File: config.mk
export PLATFORM = sky130hd
export DESIGN_NAME = move_scheduler_flat
export DESIGN_NICKNAME = d
export VERILOG_FILES = /design/src/rtl/move_scheduler_if.sv /design/src/rtl/move_scheduler.sv /design/src/flat_wrapper.sv
export SDC_FILE = /design/constraint.sdc
export NUM_CORES = 1
export LEC_CHECK = 0
export CORE_MARGIN = 1.5
export CORE_UTILIZATION = 58
export DETAILED_ROUTE_END_ITERATION = 10
export PLACE_DENSITY = 0.79
export SLEW_MARGIN = 20
export SYNTH_ARGS = -nofsm -noshare
export SYNTH_HDL_FRONTEND = slang
export SYNTH_SLANG_ARGS = --single-unit
File: constraint.sdc
create_clock -name clock -period 3.2 [get_ports clock]
set_clock_uncertainty 0.15 [all_clocks]
set_input_delay 0.64 -clock clock [delete_from_list [all_inputs] [get_ports clock]]
set_output_delay 0.64 -clock clock [all_outputs]
set_load 0.02 [all_outputs]
File: src/rtl/move_scheduler_if.sv
// Move handshake between the scheduler (master) and the game datapath (slave).
interface move_scheduler_if;
    logic       move_req;
    logic       move_ack;
    logic [1:0] direction;

    modport master (
        output move_req,
        output direction,
        input  move_ack
    );

    modport slave (
        input  move_req,
        input  direction,
        output move_ack
    );
endinterface

File: src/rtl/move_scheduler.sv
// Paces snake-style moves: waits PERIOD cycles, requests a move in the committed
// direction, and filters one-hot button presses into a pending direction.
module move_scheduler #(
    parameter int PERIOD = 50_000_000
) (
    input  logic             clock,
    input  logic             restart_n,
    input  logic             start,
    input  logic             pause,
    input  logic [3:0]       buttons,
    input  logic             game_over,
    move_scheduler_if.master mv,
    output logic             running,
    output logic [2:0]       db_state
);

    localparam int CW = (PERIOD > 2) ? $clog2(PERIOD) : 1;
    localparam logic [CW-1:0] TICK_LAST = CW'(PERIOD - 1);
    localparam logic [1:0]    DIR_RIGHT = 2'b10;

    typedef enum logic [2:0] {
        S_IDLE      = 3'd0,
        S_WAIT_TICK = 3'd1,
        S_REQ       = 3'd2,
        S_PAUSED    = 3'd3,
        S_DONE      = 3'd4
    } state_t;

    state_t        state_r;
    state_t        state_s;
    logic [CW-1:0] tick_cnt_r;
    logic [CW-1:0] tick_cnt_s;
    logic          tick_last_s;
    logic [1:0]    dir_r;
    logic [1:0]    dir_s;
    logic [1:0]    pend_r;
    logic [1:0]    pend_s;
    logic [2:0]    btn_s;
    logic          move_req_r;
    logic          move_req_s;
    logic          running_r;
    logic          running_s;
    logic [2:0]    db_state_r;
    logic [2:0]    db_state_s;

    // Returns {valid, direction}; valid only when exactly one button is pressed.
    function automatic logic [2:0] decode_button(input logic [3:0] b);
        logic [2:0] res;
        case (b)
            4'b0001: res = {1'b1, 2'b00};
            4'b0010: res = {1'b1, 2'b01};
            4'b0100: res = {1'b1, 2'b10};
            4'b1000: res = {1'b1, 2'b11};
            default: res = {1'b0, 2'b00};
        endcase
        return res;
    endfunction

    assign tick_last_s = (tick_cnt_r == TICK_LAST);

    // State register.
    always_ff @(posedge clock or negedge restart_n) begin
        if (!restart_n) begin
            state_r <= S_IDLE;
        end else begin
            state_r <= state_s;
        end
    end

    // Next-state logic; game_over dominates, pause only matters while ticking.
    always_comb begin
        state_s = state_r;
        case (state_r)
            S_IDLE: begin
                if (start) state_s = S_WAIT_TICK;
                else       state_s = S_IDLE;
            end
            S_WAIT_TICK: begin
                if (game_over)        state_s = S_DONE;
                else if (pause)       state_s = S_PAUSED;
                else if (tick_last_s) state_s = S_REQ;
                else                  state_s = S_WAIT_TICK;
            end
            S_REQ: begin
                if (game_over)        state_s = S_DONE;
                else if (mv.move_ack) state_s = S_WAIT_TICK;
                else                  state_s = S_REQ;
            end
            S_PAUSED: begin
                if (game_over)  state_s = S_DONE;
                else if (!pause) state_s = S_WAIT_TICK;
                else            state_s = S_PAUSED;
            end
            S_DONE: begin
                if (start) state_s = S_IDLE;
                else       state_s = S_DONE;
            end
            default: state_s = S_IDLE;
        endcase
    end

    // Moore output decode, taken from the next state so the outputs can be registered.
    always_comb begin
        move_req_s = 1'b0;
        running_s  = 1'b0;
        db_state_s = state_s;
        case (state_s)
            S_WAIT_TICK: begin
                move_req_s = 1'b0;
                running_s  = 1'b1;
            end
            S_REQ: begin
                move_req_s = 1'b1;
                running_s  = 1'b1;
            end
            default: begin
                move_req_s = 1'b0;
                running_s  = 1'b0;
            end
        endcase
    end

    // Output registers.
    always_ff @(posedge clock or negedge restart_n) begin
        if (!restart_n) begin
            move_req_r <= 1'b0;
            running_r  <= 1'b0;
            db_state_r <= 3'd0;
        end else begin
            move_req_r <= move_req_s;
            running_r  <= running_s;
            db_state_r <= db_state_s;
        end
    end

    // Tick counter next value: holds while paused or waiting for an ack.
    always_comb begin
        tick_cnt_s = tick_cnt_r;
        case (state_r)
            S_IDLE: begin
                tick_cnt_s = {CW{1'b0}};
            end
            S_WAIT_TICK: begin
                if (game_over)        tick_cnt_s = {CW{1'b0}};
                else if (pause)       tick_cnt_s = tick_cnt_r;
                else if (tick_last_s) tick_cnt_s = {CW{1'b0}};
                else                  tick_cnt_s = tick_cnt_r + CW'(1'b1);
            end
            S_REQ: begin
                if (mv.move_ack) tick_cnt_s = {CW{1'b0}};
                else             tick_cnt_s = tick_cnt_r;
            end
            default: tick_cnt_s = tick_cnt_r;
        endcase
    end

    // Tick counter register.
    always_ff @(posedge clock or negedge restart_n) begin
        if (!restart_n) begin
            tick_cnt_r <= {CW{1'b0}};
        end else begin
            tick_cnt_r <= tick_cnt_s;
        end
    end

    // Direction filtering; reversal is judged against the direction being committed this cycle.
    always_comb begin
        btn_s  = decode_button(buttons);
        dir_s  = dir_r;
        pend_s = pend_r;
        if (state_r == S_WAIT_TICK && state_s == S_REQ) begin
            dir_s = pend_r;
        end else if (state_r == S_DONE && start) begin
            dir_s = DIR_RIGHT;
        end else begin
            dir_s = dir_r;
        end
        if (state_r == S_WAIT_TICK || state_r == S_REQ) begin
            if (btn_s[2] && (btn_s[1:0] != ~dir_s)) pend_s = btn_s[1:0];
            else                                   pend_s = pend_r;
        end else if (state_r == S_DONE && start) begin
            pend_s = DIR_RIGHT;
        end else begin
            pend_s = pend_r;
        end
    end

    // Committed and pending direction registers.
    always_ff @(posedge clock or negedge restart_n) begin
        if (!restart_n) begin
            dir_r  <= DIR_RIGHT;
            pend_r <= DIR_RIGHT;
        end else begin
            dir_r  <= dir_s;
            pend_r <= pend_s;
        end
    end

    assign mv.move_req  = move_req_r;
    assign mv.direction = dir_r;
    assign running      = running_r;
    assign db_state     = db_state_r;

endmodule
File: src/flat_wrapper.sv
// flat-port wrapper written by rule: the top's interface ports become plain ports
module move_scheduler_flat 
#(
    parameter int PERIOD = 50_000_000
)
  (clock, restart_n, start, pause, buttons, game_over, running, db_state, mv_move_req, mv_direction, mv_move_ack);
  move_scheduler_if mv_i ();
  input  logic clock;
  input  logic restart_n;
  input  logic start;
  input  logic pause;
  input  logic [3:0] buttons;
  input  logic game_over;
  output logic running;
  output logic [2:0] db_state;
  output wire logic [$bits(mv_i.move_req)-1:0] mv_move_req;
  output wire logic [$bits(mv_i.direction)-1:0] mv_direction;
  input wire logic [$bits(mv_i.move_ack)-1:0] mv_move_ack;
  assign mv_move_req = mv_i.move_req;
  assign mv_direction = mv_i.direction;
  assign mv_i.move_ack = mv_move_ack;
  move_scheduler #(.PERIOD(PERIOD)) u_core (.clock(clock), .restart_n(restart_n), .start(start), .pause(pause), .buttons(buttons), .game_over(game_over), .mv(mv_i), .running(running), .db_state(db_state));
endmodule
# ---- Yosys cells after proc, flatten, opt, wreduce, memory -nomap -nowiden
# Index checks and enable logic that the tools add are counted.
dict set report totals {
  register_bits 35
  word_cells 56
}
dict set report classes {
  addsub 1
  muxes 23
  n_eq_ne 15
  n_bitwise 1
  n_reduce_logical 10
}
# cell n
set op_table {}
lappend op_table {{2-to-1 mux 26 bit} 4}
lappend op_table {{one-hot mux 26 bit (3 select lines)} 1}
lappend op_table {{adder 26 x 1 -> 26 bit, second input constant} 1}
lappend op_table {{equality test 26 bit, second input constant} 1}
lappend op_table {{2-to-1 mux 2 bit} 8}
lappend op_table {{2-to-1 mux 3 bit} 5}
lappend op_table {{one-hot mux 3 bit (5 select lines)} 1}
lappend op_table {{one-hot mux 3 bit (4 select lines)} 1}
lappend op_table {{equality test 3 x 2 -> 1 bit, second input constant} 3}
lappend op_table {{equality test 3 x 1 -> 1 bit, second input constant} 2}
lappend op_table {{equality test 4 x 1 -> 1 bit, second input constant} 1}
lappend op_table {{equality test 4 x 2 -> 1 bit, second input constant} 1}
lappend op_table {{equality test 4 x 3 -> 1 bit, second input constant} 1}
lappend op_table {{equality test 4 bit, second input constant} 1}
lappend op_table {{inequality test 2 bit, second input constant} 2}
lappend op_table {{equality test 3 bit, second input constant} 1}
lappend op_table {{logical AND 1 bit} 3}
lappend op_table {{zero test 3 bit} 1}
lappend op_table {{2-to-1 mux 1 bit} 3}
lappend op_table {{inequality test 3 bit, second input constant} 1}
lappend op_table {{AND reduction 3 bit} 1}
lappend op_table {{nonzero test 3 bit} 1}
lappend op_table {{inequality test 2 bit} 1}
lappend op_table {{NOT 2 bit} 1}
lappend op_table {{4 further kinds} 4}

# ---- Logic depth before layout (Yosys ltp)
# Gate-level depths: netlist (run 1).
dict set report depth {
  ltp_word 13
  mapped_depth 8
  depth_no_buf 7
}

# ---- Worst setup path after synthesis (run 1)
# No wires, ideal clock.
dict set report synth_path {
  kind {input to register}
  startpoint {input game_over}
  endpoint {register u_core.pend_r[1]}
  cell_stages 6
  required_ns 2.972
  slack_ns 0.625
  arrival_ns 2.347
  setup_ns 0.078
  path_cell_list {nor4b_1 -> and4_1 -> nand2_2 -> mux2_4 -> or3_1 -> a31o_1}
}
dict set report synth_via {
  elab_chain_len 10
  elab_cells_between_ends 12
}
# item line
set synth_rtl {}
lappend synth_rtl {{from (decl)} flat_wrapper.sv:13} ;# input logic game_over;
lappend synth_rtl {{2-to-1 mux 3 bit (on tied branches)} {move_scheduler.sv:90, move_scheduler.sv:85, move_scheduler.sv:79}}
lappend synth_rtl {{one-hot mux 3 bit (5 select lines) (*)} move_scheduler.sv:73} ;# case (state_r)
lappend synth_rtl {{equality test 3 x 2 -> 1 bit (*)} move_scheduler.sv:171} ;# if (state_r == S_WAIT_TICK && state_s == S_REQ) begin
lappend synth_rtl {{logical AND 1 bit (*)} move_scheduler.sv:171}
lappend synth_rtl {{2-to-1 mux 2 bit (*)} move_scheduler.sv:171}
lappend synth_rtl {{NOT 2 bit (*)} move_scheduler.sv:179} ;# if (btn_s[2] && (btn_s[1:0] != ~dir_s)) pend_s = btn_s[1:0];
lappend synth_rtl {{inequality test 2 bit (*)} move_scheduler.sv:179}
lappend synth_rtl {{logical AND 1 bit (*)} move_scheduler.sv:179}
lappend synth_rtl {{inequality test 2 bit (no source line) (*)} -}
lappend synth_rtl {{AND reduction 2 bit (no source line) (*)} -}
lappend synth_rtl {{to (signal assigned)} move_scheduler.sv:195} ;# pend_r <= pend_s;
lappend synth_rtl {{to (decl)} move_scheduler.sv:36} ;# logic [1:0] pend_r;
# Every way passes the cells marked *; elsewhere a longest branch is shown, timed or not.
# A chain may end at the register's enable or synchronous reset.

# ---- Final worst setup path (run 1)
dict set report layout_path {
  startpoint {input game_over}
  endpoint {register u_core.tick_cnt_r[14]}
}
dict set report layout_via {
  elab_chain_len 2
  elab_cells_between_ends 4
}
# item line
set layout_rtl {}
lappend layout_rtl {{inequality test 3 bit (no source line) / 2-to-1 mux 26 bit (equally long branches)} -}
lappend layout_rtl {{AND reduction 3 bit (no source line) / one-hot mux 26 bit (3 select lines) (equally long branches)} -}
lappend layout_rtl {{to (signal assigned)} move_scheduler.sv:160} ;# tick_cnt_r <= {CW{1'b0}};
lappend layout_rtl {{to (signal assigned)} move_scheduler.sv:162} ;# tick_cnt_r <= tick_cnt_s;
lappend layout_rtl {{to (decl)} move_scheduler.sv:31} ;# logic [CW-1:0] tick_cnt_r;
# Several ways; a longest one is shown, not always the timed one.

==> results of run 1 <==
==> where the power goes <==
| part | internal (mW) | total [mW] | switching, mW | leakage (nW) |
|---|---|---|---|---|
| combinational | 0.206 | 0.505 | 0.299 | 0.532 |
| sequential | 0.496 | 0.564 | 0.0675 | 0.477 |
| clock | 0.174 | 0.332 | 0.159 | 0.0482 |
| total | 0.876 | 1.40 | 0.525 | 1.06 |
==> kinds of logic (layout without fill, tap and decap cells) <==
| kind of cell | Yosys count | count (layout) |
|---|---|---|
| mux | 5 | 5 |
| buf+inv | 19 | 44 |
| fa+ha+maj | 1 | 1 |
| simple gates | 123 | 123 |
| xor+xnor | 20 | 20 |
| compound gates | 42 | 42 |
| flops | 35 | 35 |
==> cell usage after synthesis (2+ instances only) <==
cell,n,area [µm²]
nand4_1,4,25.0
nand2_1,26,97.6
a21o_1,2,15.0
a21oi_1,9,45.0
or3_1,2,12.5
nor4_1,4,25.0
a41oi_1,2,17.5
nor2b_1,4,25.0
inv_1,13,48.8
o21bai_1,2,15.0
dfstp_2,2,52.6
xnor2_1,13,114
xor2_1,7,61.3
o21ai_0,15,75.1
or4_4,2,22.5
dfrtp_1,33,826
and4_1,2,17.5
clkbuf_1,5,18.8
nand4b_1,2,17.5
and3_1,5,31.3
mux2i_1,3,30.0
nor3_1,11,55.1
nor2_1,30,113
nand3_1,14,70.1
==> critical path, cell delays in order <==
cell and delay (ns):
clkdlybuf4s50_1 0.57, and3b_1 0.23, o22ai_1 0.29, and4_1 0.37, nand2_1 0.11, or4_1 0.41
a21oi_1 0.16
==> final cells by class <==
class	instances	area, µm²	area share
flip-flops and latches	35	878	0.355
clock inverters	1	5.00	0.00202
multi-input cells	191	1190	0.479
repair buffers	23	213	0.0859
well taps	46	57.6	0.0233
clock buffers	7	86.3	0.0349
inverters	13	48.8	0.0197
==> stage by stage <==
step                      setup slack, ns  instances
after floorplan                     0.625        245
after global placement              0.244        308
after detailed placement            0.201        308
after CTS                           0.496        316
after global routing                0.262        316
final                               0.487        316
==> path summary, 6_finish.rpt <==
path	startpoint	endpoint	depth (start not counted)
setup / recovery	game_over	u_core.tick_cnt_r[14]	7
hold / removal	u_core.tick_cnt_r[1]	u_core.tick_cnt_r[1]	2
setup reg to reg	u_core.tick_cnt_r[11]	u_core.tick_cnt_r[21]	7
hold reg to reg	u_core.tick_cnt_r[1]	u_core.tick_cnt_r[1]	2
max in group asynchronous	restart_n	u_core.mv.direction[1]	2
min in group asynchronous	restart_n	u_core.mv.direction[0]	2
==> layer usage <==
layer	wire (µm)	up-vias
met3	260	10
met1	2130	869
li1	-	914
met2	2030	66
met4	96	0
met5	0	-
==> registers in the layout (all words and copies together) (netlist names) <==
register	flops
u_core.pend_r	2
u_core.state_r	3
u_core.mv.direction	2
u_core.running	1
u_core.mv.move_req	1
u_core.tick_cnt_r	26
==> run_results.csv, run 1 <==
group,metric,value,unit
setup_path,critPathCaptureType,"register",
placed_design,place.gp.congestion,0.845,
synthesis,synth_ff_type,"dfrtp_1",
sta,maxSlewViolCount,0,
cts,cts_setup_buffers,0,
setup_path,critPathKind,"in2reg",
cts,clock_sinks,35,
finish,nets,280,
finish,area_delta_synth_final,15.8,%
synthesis,synthSimpleGateAreaFrac,0.315,
setup_path,start_kind,"input pin",
finish,final_common_cell,"dfrtp_1",
sta,finalHoldViolations,0,
synthesis,synth_top_family_by_area,"simple AND/OR/NAND/NOR gates",
sta,worstMarginPinSlew,0.589,ns
finish,n_antenna_cell,0,
synthesis,netlist_area,2140,µm²
sta,rsz0062_at_grt,"no",
power_and_ir_drop,peakVddDrop,0.397,mV
power_and_ir_drop,p_per_area,566,nW/µm²
power_and_ir_drop,power,1.40,mW
power_and_ir_drop,p_leak,1.06,nW
setup_path,cp.arrival,2.79,ns
routing,vias,1859,
synthesis,seq_area_frac_synth,0.411,
routing,wirelength,4520,µm
cts,numCtsBuffers,5,
synthesis,synthMuxAreaShare,0.0263,
setup_path,r2r_slack,0.52,ns
global_route,grt_usage,0.255,
sta,holdWs,0.363,ns
placed_design,placed_area,2380,µm²
cts,h-tree-depth,2,
placed_design,io_buffer_count,16,
setup_path,crit_fanout,6,
synthesis,synth_edf_count,0,
synthesis,synth_seq_cells,35,
global_route,met3_usage,0.0625,
job,drv_cap,0,
global_route,grt_pass1_wl,8060,µm
setup_path,cp.required,3.27,ns
synthesis,synth_area_per_cell,8.72,µm²
floorplan,die_w,63.7,µm
sta,finalCritPeriodShare,0.848,
finish,utilization,0.719,
routing,viasPerCell,5.88,
synthesis,synth_compound_area_frac,0.126,
cts,cts_max_path_buffers,2,
sta,slew_headroom,0.604,
floorplan,initial_utilization,0.621,
synthesis,synth_warnings,0,
routing,drt_iter0_drc,102,
cts,cts_resized,0,
synthesis,synth_cell_type_count,57,
sta,fin_crit,2.71,ns
synthesis,synth_nets,256,
finish,fin_area,2470,µm²
finish,layout.cells.most_common_list,"dfrtp_1 (33), nor2_1 (30), nand2_1 (26)",
cts,cts_root_buffer,"clkbuf_8",
floorplan,die-area,4060,µm²
floorplan,rows,21,
sta,fmax,369,MHz
run_status,status,"finished, final reports clean",
finish,fillCellCount,271,
global_route,grt.met1_usage,0.343,
finish,drive_gt1_frac,0.107,
sta,setup_viol,0,
cts,clk_latency,0.29,ns
min_path,hp-class,"reg2reg",
floorplan,core_area,3440,µm²
placed_design,dp_hpwl,3170,µm
global_route,grt_max_degree,36,
sta,tns,0,ns
routing,dr.pass1.iters,4,
routing,ant_nets,0,
cts,cts_tree,"built",
floorplan,fp.dieH,63.7,µm
synthesis,synth_fa_ha_area_frac,0.00585,
global_route,first_global_vias,1772,
synthesis,async_flop_share,1.00,
routing,avgRoutedWirePerCell,14.3,µm
synthesis,synthCells,245,
floorplan,ios,17,
synthesis,synthXorXnorAreaFrac,0.0820,
global_route,busiest_layer,"met2",
cts,clk_pin_slew,0.07,ns
global_route,grt_use_met2,0.395,
global_route,antenna_found_initial,0,
routing,drc,0,
global_route,overflow,0,
cts,holdBufCountCts,0,
Note: power is estimated with default switching activity, not from simulation.
==> inputs of run 2 (changes only) <==
clock period = 2.5 ns   (was 3.2 ns; I/O delays follow)
==> run_results.csv, run 2 (synthesis results as in run 1) <==
group,metric,value,unit
run_status,status,"finished with violations",
run_status,violations,"setup timing",
min_path,hold_end,"u_core.tick_cnt_r[16]",
floorplan,fp.dieH,63.7,µm
finish,area_delta_synth_final,32.8,%
cts,clock_sinks,35,
setup_path,start_kind,"register",
cts,cts_root_buffer,"clkbuf_8",
global_route,overflow,0,
sta,holdWs,0.367,ns
finish,drive_gt1_frac,0.253,
cts,cts_tree,"built",
routing,avgRoutedWirePerCell,16.5,µm
routing,drc,0,
routing,dr.pass1.iters,4,
cts,holdBufCountCts,0,
setup_path,cp_cell_sequence,"or4_4, nor4_4, nand2_2, mux2_4, or3_4, a31o_1",
job,drv_cap,0,
floorplan,initial_utilization,0.621,
setup_path,slowest_stage,"or4_4",
setup_path,r2r_slack,-0.07,ns
sta,maxSlewViolCount,0,
setup_path,critPathMaxStageDelay,0.56,ns
finish,final_common_cell,"buf_4",
sta,finalCritPeriodShare,1.03,
setup_path,r2r-start,"u_core.tick_cnt_r[9]",
cts,clk_latency,0.30,ns
sta,finalHoldViolations,0,
power_and_ir_drop,peakVddDrop,0.502,mV
routing,drt_iter0_drc,209,
sta,worst_slack,-0.0683,ns
cts,cts_max_path_buffers,2,
power_and_ir_drop,p_per_area,734,nW/µm²
cts,numCtsBuffers,5,
sta,setup_viol,1,
finish,fillCellCount,210,
floorplan,ios,17,
placed_design,place.gp.congestion,0.842,
floorplan,core_area,3440,µm²
routing,viasPerCell,5.89,
floorplan,die_w,63.7,µm
setup_path,critPathKind,"reg2reg",
finish,nets,314,
setup_path,worst_r2r_endpoint,"u_core.pend_r[1]",
cts,clk_pin_slew,0.08,ns
min_path,hp-start,"u_core.tick_cnt_r[16]",
finish,n_antenna_cell,0,
global_route,first_global_vias,2020,
routing,ant_nets,0,
setup_path,critPathCaptureType,"register",
sta,worstMarginPinSlew,0.435,ns
setup_path,r2r_cells,6,
routing,vias,2062,
cts,h-tree-depth,2,
setup_path,cp.arrival,2.66,ns
finish,top_register,"u_core.tick_cnt_r",
global_route,grt_usage,0.294,
global_route,grt_max_degree,36,
routing,wirelength,5790,µm
placed_design,placed_area,2600,µm²
placed_design,io_buffer_count,16,
finish,utilization,0.825,
min_path,hp-class,"reg2reg",
floorplan,rows,21,
placed_design,dp_hpwl,3710,µm
setup_path,cp.required,2.59,ns
finish,fin_area,2840,µm²
global_route,antenna_found_initial,0,
global_route,grt_pass1_wl,9270,µm
setup_path,critical_path.startpoint,"u_core.tick_cnt_r[9]",
power_and_ir_drop,p_leak,1.24,nW
min_path,min_path_cells,1,
finish,largestRegisters,"u_core.tick_cnt_r (26), u_core.state_r (3)",
sta,slew_headroom,0.707,
sta,rsz0062_at_grt,"yes",
sta,fmax,389,MHz
floorplan,die-area,4060,µm²
sta,fin_crit,2.57,ns
finish,layout.cells.most_common_list,"buf_4 (37), dfrtp_1 (33), nor2_1 (28)",
finish,largest_reg_flops,26,
setup_path,crit_fanout,3,
## run 2: changes by cell type in the layout (fill, tap and decap cells not counted), sizes merged
cell and change:
buf +34, clkbuf +1, clkinv -1
## run 2: worst max-delay path by stage
stage                                  end  depth (start not counted)
after floorplan           u_core.pend_r[1]                          6
after global routing      u_core.pend_r[1]                          6
after CTS                 u_core.pend_r[1]                          7
after global placement    u_core.pend_r[1]                          7
after detailed placement  u_core.pend_r[1]                          8
final                     u_core.pend_r[1]                          6
## run 2: power by group
part / switching, mW / internal (mW)
clock network: 0.210 / 0.252
registers: 0.0442 / 0.636
logic: 0.528 / 0.414
## run 2: final cells by class
cell class	instances	area [µm²]	area share
well taps	46	57.6	0.0203
multi-input cells	191	1270	0.448
flip-flops and latches	35	878	0.309
inverters	13	48.8	0.0172
clock buffers	8	100	0.0353
repair buffers	57	483	0.170
## run 2: critical path, delay by kind of cell, from the launching register on
| kind | cells | cell delay, ns |
|---|---|---|
| mux | 1 | 0.33 |
| compound gates | 1 | 0.18 |
| simple gates | 4 | 1.48 |
| flops | 1 | 0.38 |
## run 2: metal layers
| metal | wire length, µm | vias up | part of all wire | GRT usage |
|---|---|---|---|---|
| li1 | - | 992 | - | - |
| met1 | 2470 | 983 | 0.43 | 0.369 |
| met2 | 2940 | 71 | 0.51 | 0.511 |
| met3 | 241 | 16 | 0.042 | 0.0536 |
| met4 | 144 | 0 | 0.025 | 0.0978 |
| met5 | 0 | - | 0 | 0 |
## run 2: metrics by stage
stage	TNS [ns]	std cells	setup WS, ns	power (mW)
final	-0.0683	350	-0.0683	2.08
after global routing	-0.764	350	-0.129	2.19
after detailed placement	-3.70	337	-0.375	1.50
after floorplan	0	245	0.0414	1.14
after global placement	-1.90	337	-0.240	1.48
after CTS	-0.0182	345	-0.0182	1.97
## run 2: what timing repair did
action,4_1_cts,5_1_grt
setup buffers,0,5
pin swaps,0,11
endpoints found under the setup margin,5,22
endpoints found under the hold margin,0,0
gates resized for setup,5,25
==> inputs of run 3 (changes only) <==
GPL_TIMING_DRIVEN = 0   (was default)
HOLD_SLACK_MARGIN = 0.06   (was default)
clock period = 2.55 ns   (was 2.5 ns; I/O delays follow)
==> run_results.csv, run 3 (synthesis results as in run 1) <==
group,metric,value,unit
setup_path,crit_top_cell,"or4_4",
floorplan,rows,21,
global_route,grt_usage,0.256,
routing,route.met3.wl,238,µm
finish,largest_reg_flops,26,
run_status,status,"finished, final reports clean",
setup_path,cp.arrival,2.55,ns
routing,drc,0,
sta,maxSlewViolCount,0,
global_route,grt_max_degree,24,
setup_path,critPathKind,"reg2reg",
cts,clk_latency,0.28,ns
setup_path,start_kind,"register",
placed_design,place.gp.congestion,0.817,
routing,top_layer,"met4",
sta,finalCritPeriodShare,0.998,
routing,viasPerCell,5.99,
setup_path,slowest_stage,"or4_4",
sta,slew_headroom,0.628,
global_route,first_global_vias,1836,
sta,fmax,393,MHz
cts,cts_max_path_buffers,2,
cts,cts_root_buffer,"clkbuf_8",
finish,final_common_cell,"dfrtp_1",
placed_design,dp_hpwl,3250,µm
setup_path,cp_cell_sequence,"or4_4, or4_4, o21ai_4, nand2_1, o21ai_0, a21oi_1",
power_and_ir_drop,power,1.87,mW
setup_path,crit_fanout,6,
routing,wl_met2,2260,µm
job,drv_cap,0,
finish,largestRegisters,"u_core.tick_cnt_r (26), u_core.state_r (3)",
finish,n_antenna_cell,0,
cts,clk_pin_slew,0.07,ns
finish,top_register,"u_core.tick_cnt_r",
cts,clock_sinks,35,
setup_path,cp.required,2.56,ns
finish,layout.cells.most_common_list,"dfrtp_1 (33), nor2_1 (29), nand2_1 (26)",
floorplan,fp.dieH,63.7,µm
power_and_ir_drop,p_leak,1.13,nW
setup_path,critPathTopFamily,"simple AND/OR/NAND/NOR gates",
setup_path,path_buf_inv,0,
floorplan,initial_utilization,0.621,
global_route,grt_pass1_wl,8270,µm
power_and_ir_drop,power_frac_comb,0.405,
sta,rsz0062_at_grt,"yes",
power_and_ir_drop,p_sw_frac,0.371,
routing,vias,1966,
sta,finalHoldViolations,0,
setup_path,critPathMaxStageDelay,0.59,ns
routing,avgRoutedWirePerCell,14.8,µm
power_and_ir_drop,p_per_area,704,nW/µm²
sta,fin_crit,2.55,ns
finish,drive_gt1_frac,0.167,
power_and_ir_drop,switchingPower,0.692,mW
finish,area_delta_synth_final,24.1,%
min_path,hp-class,"reg2reg",
finish,fillCellCount,248,
power_and_ir_drop,power.internal,1.18,mW
routing,wirelength,4850,µm
power_and_ir_drop,p_clk_frac,0.232,
floorplan,die_w,63.7,µm
sta,worstMarginPinSlew,0.554,ns
global_route,antenna_found_initial,0,
routing,wl_met1,2190,µm
global_route,overflow,0,
finish,nets,292,
cts,numCtsBuffers,5,
placed_design,io_buffer_count,16,
power_and_ir_drop,pwr-share-seq,0.363,
routing,ant_nets,0,
setup_path,critPathCaptureType,"register",
floorplan,die-area,4060,µm²
sta,setup_viol,0,
routing,drt_iter0_drc,100,
power_and_ir_drop,peakVddDrop,0.539,mV
finish,utilization,0.771,
cts,h-tree-depth,2,
cts,cts_tree,"built",
floorplan,core_area,3440,µm²
floorplan,ios,17,
routing,dr.pass1.iters,4,
[run 3: repair_timing]
action / CTS / global route
pin swaps: 2 / 7
resized for setup: 9 / 10
endpoints found under the setup margin: 19 / 27
endpoints found under the hold margin: 10 / 0
hold buffers: 1 / 0
buffers inserted: 2 / 10
[run 3: layout make-up]
class / instances / area [µm²] / share of cell area
multi-input combinational: 191 / 1260 / 0.475
tap: 46 / 57.6 / 0.0217
timing repair buffer: 30 / 285 / 0.108
inverter: 13 / 48.8 / 0.0184
buffer: 5 / 22.5 / 0.00849
clock buffer: 8 / 100 / 0.0377
sequential: 35 / 878 / 0.331
[run 3: path summary, 6_finish.rpt]
kind                                             from               endpoint  slack, ns  cells past startpoint
worst max-delay path            u_core.tick_cnt_r[10]  u_core.tick_cnt_r[15]      0.004                      6
min in group asynchronous                   restart_n      u_core.state_r[1]       0.51                      2
worst max register to register  u_core.tick_cnt_r[10]  u_core.tick_cnt_r[15]      0.004                      6
worst min register to register   u_core.tick_cnt_r[1]   u_core.tick_cnt_r[1]       0.36                      2
worst min-delay path             u_core.tick_cnt_r[1]   u_core.tick_cnt_r[1]       0.36                      2
max in group asynchronous                   restart_n  u_core.tick_cnt_r[14]       1.31                      3
[run 3: per-layer routing]
layer	track usage	vias up
met4	0.0924	0
met5	0	-
met1	0.351	921
li1	-	944
met3	0.0446	22
met2	0.407	79
[run 3: worst min-delay path, stage by stage, from the launching register on]
cell and delay [ns]:
dfrtp_1 0.36, nand2_1 0.05, o21ai_0 0.06
[run 3: power groups by stage]
stage	Sequential [mW]	Clock (mW)	Combinational, mW
3_3_place_gp	0.674	0	0.644
2_1_floorplan	0.710	0	0.411
4_1_cts	0.671	0.442	0.705
5_1_grt	0.685	0.467	0.838
6_report	0.679	0.434	0.756
3_5_place_dp	0.675	0	0.658
[run 3: through the flow]
| step | TNS (ns) | setup WS (ns) | hold WS, ns | cell area, µm² | std cells |
|---|---|---|---|---|---|
| finish | 0 | 0.00430 | 0.359 | 2650 | 328 |
| global route | -0.153 | -0.0498 | 0.386 | 2650 | 328 |
| CTS | -0.209 | -0.0704 | 0.359 | 2530 | 318 |
| detailed placement | -9.19 | -0.678 | 0.283 | 2380 | 308 |
| global placement | -9.52 | -0.708 | 0.331 | 2350 | 307 |
| floorplan | 0 | 0.0914 | 0.0644 | 2140 | 245 |
